**src/rtl/inport_pkg.sv**
```systemverilog
// rtl/inport_pkg.sv - shared width helpers and mode constants for the input port bank
package inport_pkg;

    localparam int MODE_FIFO  = 0;
    localparam int MODE_LATCH = 1;

    function automatic int clog2(input int value);
        int r;
        r = 0;
        while ((1 << r) < value) begin
            r = r + 1;
        end
        return r;
    endfunction

    function automatic int ptr_width(input int depth);
        return (clog2(depth) < 1) ? 1 : clog2(depth);
    endfunction

    function automatic int cnt_width(input int depth);
        return clog2(depth) + 1;
    endfunction

    function automatic int sel_width(input int channels);
        return (channels > 1) ? clog2(channels) : 1;
    endfunction

endpackage

```
**src/rtl/inport_chan.sv**
```systemverilog
// rtl/inport_chan.sv - one input channel: strobe synchroniser, edge detect, FIFO/latch storage, sticky flags
module inport_chan
    import inport_pkg::*;
#(
    parameter int WIDTH = 32,
    parameter int DEPTH = 4,
    parameter int LATCH = MODE_FIFO
) (
    input  logic                        clk_i,
    input  logic                        rst_ni,
    input  logic                        strobe_i,
    input  logic [WIDTH-1:0]            data_i,
    input  logic                        pop_i,
    input  logic                        flag_clr_i,
    output logic [WIDTH-1:0]            head_o,
    output logic [cnt_width(DEPTH)-1:0] count_o,
    output logic                        empty_o,
    output logic                        full_o,
    output logic                        overflow_o,
    output logic                        underflow_o
);
    localparam int PW = ptr_width(DEPTH);
    localparam int CW = cnt_width(DEPTH);

    logic [2:0]       sync_q;
    logic             push_q;
    logic [WIDTH-1:0] mem_q [DEPTH];
    logic [PW-1:0]    rd_ptr_q, rd_ptr_d;
    logic [PW-1:0]    wr_ptr_q, wr_ptr_d;
    logic [CW-1:0]    cnt_q, cnt_d;
    logic             ovf_q, ovf_d;
    logic             udf_q, udf_d;
    logic             is_empty, is_full, do_push, do_pop;

    // Push is registered so data_in is captured one edge after the detected rise.
    always_ff @(posedge clk_i or negedge rst_ni) begin
        if (!rst_ni) begin
            sync_q   <= '0;
            push_q   <= 1'b0;
            rd_ptr_q <= '0;
            wr_ptr_q <= '0;
            cnt_q    <= '0;
            ovf_q    <= 1'b0;
            udf_q    <= 1'b0;
        end else begin
            sync_q   <= {sync_q[1:0], strobe_i};
            push_q   <= sync_q[1] & ~sync_q[2];
            rd_ptr_q <= rd_ptr_d;
            wr_ptr_q <= wr_ptr_d;
            cnt_q    <= cnt_d;
            ovf_q    <= ovf_d;
            udf_q    <= udf_d;
        end
    end

    always_ff @(posedge clk_i) begin
        if (do_push) begin
            mem_q[wr_ptr_q] <= data_i;
        end
    end

    always_comb begin
        is_empty = (cnt_q == '0);
        is_full  = (LATCH == MODE_LATCH) ? !is_empty : (cnt_q == CW'(DEPTH));
        rd_ptr_d = rd_ptr_q;
        wr_ptr_d = wr_ptr_q;
        cnt_d    = cnt_q;
        if (LATCH == MODE_LATCH) begin
            // Latch mode keeps a single word at slot 0 and never consumes it.
            do_pop  = 1'b0;
            do_push = push_q;
            if (do_push) begin
                cnt_d = CW'(1);
            end
        end else begin
            do_pop  = pop_i && !is_empty;
            do_push = push_q && (!is_full || do_pop);
            if (do_push) begin
                wr_ptr_d = wr_ptr_q + 1'b1;
            end
            if (do_pop) begin
                rd_ptr_d = rd_ptr_q + 1'b1;
            end
            if (do_push && !do_pop) begin
                cnt_d = cnt_q + 1'b1;
            end else if (do_pop && !do_push) begin
                cnt_d = cnt_q - 1'b1;
            end
        end
        // A new event in the same cycle as flag_clr wins.
        ovf_d = (ovf_q & ~flag_clr_i) | (push_q & ~do_push);
        udf_d = (udf_q & ~flag_clr_i) | (pop_i & is_empty);
    end

    assign head_o      = is_empty ? '0 : mem_q[rd_ptr_q];
    assign count_o     = cnt_q;
    assign empty_o     = is_empty;
    assign full_o      = is_full;
    assign overflow_o  = ovf_q;
    assign underflow_o = udf_q;

endmodule

```
**src/rtl/inport_bank.sv**
```systemverilog
// rtl/inport_bank.sv - multi-channel strobe-loaded input port with per-channel FIFOs and status
module inport_bank
    import inport_pkg::*;
#(
    parameter int WIDTH    = 32,
    parameter int DEPTH    = 4,
    parameter int CHANNELS = 2,
    parameter int LATCH    = MODE_FIFO
) (
    input  logic                          clk,
    input  logic                          clr,
    input  logic [CHANNELS-1:0]           strobe,
    input  logic [CHANNELS*WIDTH-1:0]     data_in,
    input  logic [sel_width(CHANNELS)-1:0] sel,
    input  logic                          InPortOut,
    input  logic                          flag_clr,
    output logic [WIDTH-1:0]              bus_out,
    output logic [cnt_width(DEPTH)-1:0]   count,
    output logic [CHANNELS-1:0]           empty,
    output logic [CHANNELS-1:0]           full,
    output logic [CHANNELS-1:0]           overflow,
    output logic [CHANNELS-1:0]           underflow
);
    localparam int CW = cnt_width(DEPTH);
    localparam int SW = sel_width(CHANNELS);

    logic [WIDTH-1:0] head [CHANNELS];
    logic [CW-1:0]    cnt  [CHANNELS];

    // Out-of-range sel matches no channel, so it reads zero and pops nothing.
    always_comb begin
        bus_out = '0;
        count   = '0;
        for (int c = 0; c < CHANNELS; c++) begin
            if (sel == SW'(c)) begin
                bus_out = head[c];
                count   = cnt[c];
            end
        end
    end

    for (genvar c = 0; c < CHANNELS; c++) begin : g_chan
        inport_chan #(
            .WIDTH (WIDTH),
            .DEPTH (DEPTH),
            .LATCH (LATCH)
        ) u_chan (
            .clk_i       (clk),
            .rst_ni      (clr),
            .strobe_i    (strobe[c]),
            .data_i      (data_in[c*WIDTH +: WIDTH]),
            .pop_i       (InPortOut && (sel == SW'(c))),
            .flag_clr_i  (flag_clr && (sel == SW'(c))),
            .head_o      (head[c]),
            .count_o     (cnt[c]),
            .empty_o     (empty[c]),
            .full_o      (full[c]),
            .overflow_o  (overflow[c]),
            .underflow_o (underflow[c])
        );
    end

endmodule

```
**config.mk**
```make
export PLATFORM = sky130hd
export DESIGN_NAME = inport_bank
export DESIGN_NICKNAME = d
export VERILOG_FILES = /design/src/rtl/inport_pkg.sv /design/src/rtl/inport_chan.sv /design/src/rtl/inport_bank.sv
export SDC_FILE = /design/constraint.sdc
export NUM_CORES = 1
export LEC_CHECK = 0
export BUFFER_PORTS_ARGS = -buffer_cell sky130_fd_sc_hd__buf_4
export CELL_PAD_IN_SITES_DETAIL_PLACEMENT = 1
export CELL_PAD_IN_SITES_GLOBAL_PLACEMENT = 1
export CORE_MARGIN = 3
export CORE_UTILIZATION = 40
export CTS_BUF_LIST = sky130_fd_sc_hd__clkbuf_8
export DETAILED_ROUTE_END_ITERATION = 12
export PLACE_DENSITY_LB_ADDON = 0.05
export SKIP_LAST_GASP = 1
export SLEW_MARGIN = 20
export SYNTH_ARGS = -nofsm -noshare
export SYNTH_HDL_FRONTEND = slang
export SYNTH_HIERARCHICAL = 1
export SYNTH_SLANG_ARGS = --single-unit
export TNS_END_PERCENT = 30
```
**constraint.sdc**
```tcl
create_clock -name clk -period 3.51 [get_ports clk]
set_clock_uncertainty 0.05 [all_clocks]
set_input_delay 0.1755 -clock clk [delete_from_list [all_inputs] [get_ports clk]]
set_output_delay 0.1755 -clock clk [all_outputs]
set_load 0.05 [all_outputs]
```
======== After elaboration in Yosys (flattened, before gate mapping) ========
Memories as Yosys holds them, arrays and structs flattened.
Index checks and enable logic that the tools add are counted.
W data, S select, Z words.
storage, ports and cells
  ROM bits ................................ 0
  word-level logic and storage cells ...... 85
  RAM bits ................................ 256
  bits of input ports ..................... 71
  output and inout bits ................... 43
  latch bits .............................. 0
  memories ................................ 2
  bits in registers ....................... 26
operators by class
  divide/modulo/power cells ............... 0
  shifts and indexed selects .............. 0
  $mul .................................... 0
  $lt $le $gt $ge ......................... 0
  bitwise gates (word level) .............. 21
  reduce and logical (&&, ||, !) cells .... 26
  multiplexer cells ....................... 12
  add/sub/neg operators ................... 8
  equality and inequality tests ........... 2
memory list
  memory                  words  bits a word  rd ports  clocked after Yosys merged registers in  wr ports  line               RTL
  g_chan[0].u_chan.mem_q  4      32           1         0                                        1         inport_chan.sv:27  logic [WIDTH-1:0] mem_q [DEPTH];
  g_chan[1].u_chan.mem_q  4      32           1         0                                        1         inport_chan.sv:27
operators with widths
  operator               count
  $mux W32               3
  $mux W3                5
  $logic_and A1 B1 Y1    12
  $and A1 B1 Y1          10
  $add A2 B1 Y2 const B  4
  $logic_not A1 Y1       8
  $not A1 Y1             7
  $add A3 B1 Y3 const B  2
  $eq A3 B3 Y1 const B   2
  $logic_not A3 Y1       2
  $sub A3 B1 Y3 const B  2
  $mux W1                4
  $or A1 B1 Y1           4
  $reduce_bool A2 Y1     2
  $logic_or A1 B1 Y1     2

======== Longest topological paths before layout ========
Gate-level depths: netlist (run 1).
  word-level depth ........................ 9
  depth in mapped cells ................... 10

======== Hierarchy ========
Netlist (run 1), hierarchy kept.
modules (own cells, without submodules)
  module       area each (µm²)  instances  cells an instance  sequential area each (µm²)
  inport_chan  5,441.5          2          252                4,169.0
  inport_bank  479.2            1          43                 0.0

======== Least setup slack after synthesis (run 1) ========
Ideal clock, no wire load.
  path type ............................... register to register
  from .................................... register g_chan[0].u_chan.cnt_q[1]
  to ...................................... register g_chan[0].u_chan.cnt_q[1]
  stages on the path, launching flop included .. 7
  arrival time ............................ 1.982 ns
  clock period less this slack ............ 2.157 ns
  required time ........................... 3.335 ns
  setup time .............................. 0.125 ns
  slack ................................... 1.353 ns
  path buffers ............................ 0
  cells stage by stage .................... dfrtp_1 -> or3b_1 -> o21a_4 -> ha_1 -> inv_1 -> fa_1 -> mux2_2
RTL lines
  element                              line               RTL
  start: declaration                   inport_chan.sv:30  logic [CW-1:0] cnt_q, cnt_d;
  start signal: assignment             inport_chan.sv:50  cnt_q <= cnt_d;
  $logic_not A3 Y1                     inport_chan.sv:63  is_empty = (cnt_q == '0);
  $logic_not A1 Y1                     n/a
  $logic_and A1 B1 Y1                  inport_chan.sv:76  do_pop = pop_i && !is_empty;
  $logic_or A1 B1 Y1 *                 inport_chan.sv:77  do_push = push_q && (!is_full || do_pop);
  $logic_and A1 B1 Y1 *                inport_chan.sv:77
  named net g_chan[0].u_chan.do_push   inport_chan.sv:33  logic is_empty, is_full, do_push, do_pop;
  $logic_and A1 B1 Y1 *                inport_chan.sv:84  if (do_push && !do_pop) begin
  $mux W3 *                            inport_chan.sv:84
  named net g_chan[0].u_chan.cnt_d[1]  inport_chan.sv:30
The timed path passes the listed nets; every way through them passes the cells marked *. The select of a mux whose other input is x is not followed.
A chain may end at the register's enable or synchronous reset.

==> impl_table.tex, run 1 <==
\begin{tabular}{lr}
\hline
Metric & Value \\
\hline
\multicolumn{2}{l}{\textbf{Status}} \\
\quad Status & complete, no violations \\
\multicolumn{2}{l}{\textbf{Synthesis}} \\
\quad Post-synth net total & 630 \\
\quad FF+latch count, synth & 282 \\
\quad Sequential cell area fraction in the yosys report & 73.4\% \\
\quad Synthesized netlist cell count & 547 \\
\quad Synthesized area divided by synthesized cell count & 20.8 um2 \\
\quad Cell area after synthesis & 11400 um2 \\
\quad Synth cell types & 25 \\
\quad Synth warnings & 6 \\
\multicolumn{2}{l}{\textbf{Clocking}} \\
\quad Clock tree from TritonCTS & yes \\
\quad CTS sink cnt & 282 \\
\quad Root buffer cell & clkbuf\_8 \\
\quad Cts bufs inserted & 49 \\
\quad Bufs on Longest Clock Path & 3 \\
\quad Htree depth & 2 \\
\quad Clock-pin slew of the registers on the worst-case setup and hold paths & 0.06 ns \\
\quad Number of setup buffers added after CTS & 0 \\
\quad Clock network latency to the later pin of the worst-skew pair & 0.54 ns \\
\multicolumn{2}{l}{\textbf{Layout}} \\
\quad Fraction of final layout cells sized beyond drive strength 1 & 37.9\% \\
\quad Area growth from synthesis to layout & 25.4\% \\
\quad Area of combinational cells with multiple inputs & 2830 um2 \\
\quad Antenna diode count & 0 \\
\quad Count of filler cells inserted in the layout & 2558 \\
\quad Register cell area after layout & 8340 um2 \\
\quad Final net count & 854 \\
\multicolumn{2}{l}{\textbf{Timing}} \\
\quad Sum of negative setup slack & 0 ns \\
\quad Highest clock rate & 344 MHz \\
\quad Slew at the pin closest to its max-slew limit & 0.945 ns \\
\quad Worst-case setup margin in the final layout & 0.602 ns \\
\quad Finish-stage setup viols & 0 \\
\quad Hold Violations, Final & 0 \\
\quad Final Max Tran Viols & 0 \\
\quad Post-route minimum period & 2.91 ns \\
\quad Final period utilization & 82.9\% \\
\quad Setup repair after global routing missed its margin & no \\
\quad Rel. slew slack & 37.0\% \\
\multicolumn{2}{l}{\textbf{Placed design}} \\
\quad Setup WS pre-CTS & 1.05 ns \\
\quad Final Wtd Congestion & 0.695 \\
\quad Count of input and output buffers & 113 \\
\quad Detailed placement HPWL & 16700 um \\
\multicolumn{2}{l}{\textbf{Global route}} \\
\quad Overflow after GRT & 0 \\
\quad Pin count of the biggest net entering global routing & 40 \\
\quad Global Route Usage Sum & 17.5\% \\
\quad Number of antenna violations at the first check in global routing & 0 \\
\quad Vias in the first global route & 6712 \\
\quad Global-route wire length before repair & 40300 um \\
\multicolumn{2}{l}{\textbf{Setup path}} \\
\quad Cell breakdown of the critical path & buf\_4 -> mux4\_2 -> nor2b\_1 -> mux2\_2 -> buf\_4 \\
\quad Critical path type & reg2out \\
\quad CP required & 3.28 ns \\
\quad CP Buf/Inv Count & 2 \\
\quad WP data arrival & 2.68 ns \\
\quad Startpoint class of the critical path & register \\
\quad Top cell by count, worst path & buf\_4 \\
\quad Largest delay share family, worst path & multiplexers \\
\quad Endpoint type of the worst setup path & primary output \\
\quad Delay of the slowest cell on the worst path & 0.57 ns \\
\quad Critical path peak fanout & 18 \\
\quad Critical path's slowest cell & mux4\_2 \\
\multicolumn{2}{l}{\textbf{Floorplanning}} \\
\quad Initial core utilization & 40.8\% \\
\quad Die X-Extent & 175 um \\
\quad Vertical extent of the die & 175 um \\
\quad Standard-cell row count & 61 \\
\quad Area of the core & 27900 um2 \\
\quad Die ar. & 30500 um2 \\
\quad I/O pin total & 114 \\
\multicolumn{2}{l}{\textbf{Routing}} \\
\quad Avg Vias per Cell & 4.90 \\
\quad Drt first-iter violations & 287 \\
\quad Final Routed Wirelength & 25800 um \\
\quad First drt pass iteration count & 4 \\
\quad Routed WL per cell & 21.8 um \\
\quad Final ANT Viol Nets & 0 \\
\quad Routed via count & 5807 \\
\quad Number of remaining DRC errors & 0 \\
\multicolumn{2}{l}{\textbf{Power}} \\
\quad Part of the power in the clock network & 22.8\% \\
\quad Sw Pwr & 0.00428 W \\
\quad Sequential power share & 37.1\% \\
\quad Switching share of total power & 36.5\% \\
\quad IR drop worst, VDD & 0.862 mV \\
\quad Pwr dens & 822 nW/um2 \\
\quad Gate power share & 40.1\% \\
\quad Pint & 0.00743 W \\
\quad Leakage dissipation & 5.13 nW \\
\multicolumn{2}{l}{\textbf{Min path}} \\
\quad HP Class & in2async \\
\multicolumn{2}{l}{\textbf{Job}} \\
\quad Max\_cap viols & 0 \\
\hline
\end{tabular}
-- metal layers --
metal,GRT usage (%),up-vias,part of all wire [%]
met4,4.12,0,1.5
met1,22.0,3023,41
met3,4.91,34,6.0
met2,30.5,152,51
li1,-,2598,-
met5,0,-,0
-- flip-flops by register name, indices dropped and copies added, names as in the netlist --
register / cells
g_chan.u_chan/count_o: 6
g_chan.u_chan/rd_ptr_q: 4
g_chan.u_chan/sync_q: 6
g_chan.u_chan/push_q: 2
g_chan.u_chan/overflow_o: 2
g_chan.u_chan/mem_q: 256
g_chan.u_chan/underflow_o: 2
g_chan.u_chan/wr_ptr_q: 4
-- synth_stat cells, drive strengths merged --
| cell type | instances | area [um2] |
|---|---|---|
| mux2 | 39 | 469 |
| xor2 | 6 | 52.6 |
| nor2b | 68 | 425 |
| clkbuf | 6 | 22.5 |
| nor2 | 4 | 15.0 |
| o21ai | 2 | 10.0 |
| ha | 10 | 125 |
| edfxtp | 256 | 7690 |
| o32ai | 2 | 17.5 |
| and2 | 10 | 72.6 |
| nand2b | 2 | 12.5 |
| o21a | 2 | 30.0 |
| mux4 | 64 | 1440 |
| nand2 | 4 | 15.0 |
| dfrtp | 26 | 651 |
| inv | 14 | 52.6 |
| buf | 20 | 133 |
| nor3 | 2 | 20.0 |
| xnor2 | 6 | 52.6 |
| or3b | 2 | 17.5 |
| fa | 2 | 40.0 |
-- power by group through the flow --
stage | clock network, W | logic, W | registers, W
finish | 0.00267 | 0.00470 | 0.00435
global route | 0.00294 | 0.00504 | 0.00441
CTS | 0.00278 | 0.00482 | 0.00436
detailed placement | 0 | 0.00474 | 0.00443
global placement | 0 | 0.00472 | 0.00440
floorplan | 0 | 0.00331 | 0.00434
-- metrics by stage --
stage	hold WS, ns	util (%)	cells	area (um2)	total power, W
3_3_place_gp	0.0613	45.6	1030	12700	0.00912
6_report	0.0455	51.1	1186	14200	0.0117
5_1_grt	0.0438	51.1	1186	14200	0.0124
4_1_cts	0.0148	51.1	1186	14200	0.0120
2_1_floorplan	-0.170	-	547	11400	0.00765
3_5_place_dp	0.0660	45.6	1030	12700	0.00916
-- logic make-up (layout without fill, tap and decap cells) --
family	Yosys count	after routing	synth area share, %
xor+xnor	12	12	0.925
flops	282	282	73.4
fa+ha+maj	12	12	1.45
simple gates	92	92	5.09
mux	103	103	16.8
buf+inv	40	301	1.83
compound gates	6	6	0.507
-- cells in the final DEF, fill, tap and decap left out, drive strengths merged, types with 6 or more instances in the layout --
| cell type | instances |
|---|---|
| edfxtp | 256 |
| buf | 131 |
| xnor2 | 6 |
| clkinv | 17 |
| dfrtp | 26 |
| dlygate4sd3 | 68 |
| mux4 | 64 |
| and2 | 10 |
| ha | 10 |
| inv | 34 |
| mux2 | 39 |
| clkbuf | 50 |
| xor2 | 6 |
| nor2b | 68 |
-- final timing paths --
kind | slack (ns) | end | cells after the start | start
max in group asynchronous | 3.07 | g_chan[1].u_chan/rd_ptr_q[0] | 2 | clr
worst max register to register | 1.12 | g_chan[1].u_chan/count_o[2] | 9 | g_chan[1].u_chan/count_o[1]
worst min register to register | 0.30 | g_chan[1].u_chan/sync_q[1] | 0 | g_chan[1].u_chan/sync_q[0]
worst max-delay path | 0.60 | bus_out[19] | 5 | g_chan[0].u_chan/rd_ptr_q[0]
min in group clk | 0.11 | g_chan[1].u_chan/overflow_o | 3 | InPortOut
worst min-delay path | 0.05 | g_chan[0].u_chan/wr_ptr_q[0] | 2 | clr
-- cell type report --
| cell class | instances | area share [%] |
|---|---|---|
| well taps | 378 | 3.32 |
| multi-input cells | 225 | 19.9 |
| repair buffers | 199 | 11.8 |
| clock buffers | 50 | 4.83 |
| inverters | 14 | 0.369 |
| flip-flops and latches | 282 | 58.5 |
| clock inverters | 38 | 1.32 |
-- what timing repair did --
item,4_1_cts,5_1_grt
endpoints found under the hold margin,288,0
hold buffers,68,0
resized for setup,0,0
endpoints found under the setup margin,0,0
No activity file was read; power rests on OpenSTA's default activity.
==> run 2: changes to the inputs <==
Clock period 3.51 ns to 2.6 ns, I/O delays scaled along.
==> run 2 against run 1 <==
  * The flow now finishes with violations (negative setup slack)
  * Power increased by 41%
  * Register-to-register slack worse by 0.87 ns
  * Sequential share of layout area down 1.3 points
  * Via count about the same
  * Highest routed layer unchanged
==> impl_table.tex, run 2 (synthesized netlist as in run 1, its figures left out) <==
\begin{tabular}{lr}
\hline
Metric & Value \\
\hline
\multicolumn{2}{l}{\textbf{Layout}} \\
\quad Fraction of final layout cells sized beyond drive strength 1 & 38.5\% (+0.58 points) \\
\quad Most frequent standard cell in the layout excluding fill and tap cells & edfxtp\_1 \\
\quad Antenna diode count & 0 (unchanged) \\
\quad Final net count & 862 (+0.94\%) \\
\quad Number of flip-flops in the largest register & 256 (unchanged) \\
\quad Most frequent cells in the layout & 256 x edfxtp\_1, 97 x buf\_4, 70 x dlygate4sd3\_1 \\
\quad Register with the highest flop count & g\_chan.u\_chan/mem\_q \\
\quad Area growth from synthesis to layout & 28.3\% \\
\quad Post-route standard cell area excluding fillers & 14600 um2 (+2.4\%) \\
\multicolumn{2}{l}{\textbf{Floorplanning}} \\
\quad Initial core utilization & 40.8\% (unchanged) \\
\quad Die ar. & 30500 um2 (unchanged) \\
\quad Die X-Extent & 175 um (unchanged) \\
\quad Standard-cell row count & 61 (unchanged) \\
\quad Vertical extent of the die & 175 um (unchanged) \\
\quad Area of the core & 27900 um2 (unchanged) \\
\quad I/O pin total & 114 (unchanged) \\
\multicolumn{2}{l}{\textbf{Global route}} \\
\quad Pin count of the biggest net entering global routing & 36 (-10\%) \\
\quad Number of antenna violations at the first check in global routing & 0 (unchanged) \\
\quad Global Route Usage Sum & 16.8\% (-0.72 points) \\
\quad Overflow after GRT & 0 (unchanged) \\
\quad Global-route wire length before repair & 38500 um (-4.6\%) \\
\quad Vias in the first global route & 6469 (-3.6\%) \\
\multicolumn{2}{l}{\textbf{Job}} \\
\quad Max\_cap viols & 0 (unchanged) \\
\multicolumn{2}{l}{\textbf{Timing}} \\
\quad Final period utilization & 101\% \\
\quad Setup repair after global routing missed its margin & yes \\
\quad Post-route minimum period & 2.62 ns \\
\quad Finish-stage setup viols & 2 (+2) \\
\quad Hold Violations, Final & 0 (unchanged) \\
\quad Slew at the pin closest to its max-slew limit & 0.992 ns (+0.0467 ns) \\
\quad Worst-case setup margin in the final layout & -0.0163 ns (-0.618 ns) \\
\quad Final Max Tran Viols & 0 (unchanged) \\
\quad Rel. slew slack & 33.9\% (-3.1 points) \\
\quad Highest clock rate & 382 MHz \\
\multicolumn{2}{l}{\textbf{Power}} \\
\quad Leakage dissipation & 5.27 nW (+2.8\%) \\
\quad Pwr dens & 1130 nW/um2 (+38\%) \\
\quad IR drop worst, VDD & 1.15 mV (+33\%) \\
\multicolumn{2}{l}{\textbf{Status}} \\
\quad Status & complete, but fails checks \\
\quad Violated checks & negative setup slack \\
\multicolumn{2}{l}{\textbf{Clocking}} \\
\quad Cts bufs inserted & 48 (-2.0\%) \\
\quad Clock network latency to the later pin of the worst-skew pair & 0.53 ns (about the same) \\
\quad Clock tree from TritonCTS & yes \\
\quad Bufs on Longest Clock Path & 3 (unchanged) \\
\quad Root buffer cell & clkbuf\_8 \\
\quad CTS sink cnt & 282 (unchanged) \\
\quad Clock-pin slew of the registers on the worst-case setup and hold paths & 0.06 ns (about the same) \\
\quad Htree depth & 2 (unchanged) \\
\multicolumn{2}{l}{\textbf{Setup path}} \\
\quad Endpoint type of the worst setup path & primary output \\
\quad Critical path's slowest cell & mux4\_2 \\
\quad Critical path peak fanout & 8 (-10) \\
\quad Startpoint class of the critical path & register \\
\quad Cell breakdown of the critical path & buf\_12 -> clkbuf\_16 -> mux4\_2 -> nor2b\_1 -> mux2\_2 -> buf\_6 \\
\quad Critical path type & reg2out \\
\quad WP data arrival & 2.44 ns (-0.24 ns) \\
\quad Delay of the slowest cell on the worst path & 0.55 ns (-0.02 ns) \\
\quad CP required & 2.42 ns (-0.86 ns) \\
\multicolumn{2}{l}{\textbf{Routing}} \\
\quad Drt first-iter violations & 319 (+11\%) \\
\quad Avg Vias per Cell & 4.88 (-0.43\%) \\
\quad Routed WL per cell & 21.7 um (-0.23\%) \\
\quad Final ANT Viol Nets & 0 (unchanged) \\
\quad Number of remaining DRC errors & 0 (unchanged) \\
\quad Routed via count & 5811 (+0.069\%) \\
\quad First drt pass iteration count & 4 (unchanged) \\
\quad Final Routed Wirelength & 25900 um (+0.27\%) \\
\multicolumn{2}{l}{\textbf{Placed design}} \\
\quad Instance area after placement & 12600 um2 (-0.33\%) \\
\quad Setup WS pre-CTS & 0.268 ns (-0.781 ns) \\
\quad Detailed placement HPWL & 15200 um (-8.7\%) \\
\quad Final Wtd Congestion & 0.780 (+12\%) \\
\quad Count of input and output buffers & 113 (unchanged) \\
\multicolumn{2}{l}{\textbf{Min path}} \\
\quad HP Class & in2reg \\
\hline
\end{tabular}
-- run 2: path summary, 6_finish.rpt --
| check | startpoint | end | slack, ns | depth (start not counted) |
|---|---|---|---|---|
| worst max-delay path | g_chan[0].u_chan/rd_ptr_q[0] | bus_out[19] | -0.02 | 6 |
| worst min-delay path | InPortOut | g_chan[1].u_chan/overflow_o | 0.05 | 3 |
| worst max register to register | g_chan[1].u_chan/count_o[1] | g_chan[1].u_chan/count_o[1] | 0.25 | 6 |
| worst min register to register | g_chan[1].u_chan/sync_q[0] | g_chan[1].u_chan/sync_q[1] | 0.31 | 0 |
| max in group asynchronous | clr | g_chan[1].u_chan/rd_ptr_q[0] | 1.32 | 4 |
| min in group asynchronous | clr | g_chan[0].u_chan/rd_ptr_q[0] | 0.47 | 3 |
-- run 2: critical path: cells and delay by family (launching register included) --
family	cells	cell delay, ns
and+or+nand+nor	1	0.16
DFF	1	0.41
buffers and inverters	3	0.49
muxes	2	0.84
-- run 2: where the power goes --
| part | internal, W | switching, W | total, W | leakage (nW) |
|---|---|---|---|---|
| clock | 0.00174 | 0.00165 | 0.00339 | 0.483 |
| combinational | 0.00326 | 0.00404 | 0.00730 | 2.15 |
| sequential | 0.00556 | 0.000259 | 0.00582 | 2.63 |
-- run 2: layout make-up --
class                      instances  area, um2
tap                              378        473
clock inverter                    36        143
timing repair buffer             208       2030
clock buffer                      49        674
inverter                          14       52.6
multi-input combinational        225       2870
fill                            2544      13300
sequential                       282       8340
-- run 2: per-layer routing --
layer,vias up,wire (um),global-route usage [%]
met2,136,13000,28.6
met1,3021,11000,21.3
li1,2612,-,-
met4,0,559,5.39
met3,42,1400,4.28
met5,-,0,0
-- run 2: timing repair --
item / CTS / global route
setup buffers: 1 / 9
gates resized for setup: 2 / 41
cloned: 2 / 4
hold buffers: 71 / 0
endpoints found under the setup margin: 32 / 32
endpoints found under the hold margin: 288 / 0
-- run 2: through the flow --
stage	hold slack (ns)	total power, W	util [%]	std cells	setup TNS (ns)
5_1_grt	0.0514	0.0174	52.3	1192	-1.60
4_1_cts	0.0209	0.0161	51.2	1180	-1.14
2_1_floorplan	-0.216	0.0103	-	547	0
3_3_place_gp	0.0109	0.0123	45.4	1021	0
3_5_place_dp	0.0173	0.0124	45.4	1021	0
6_report	0.0507	0.0165	52.3	1192	-0.0178
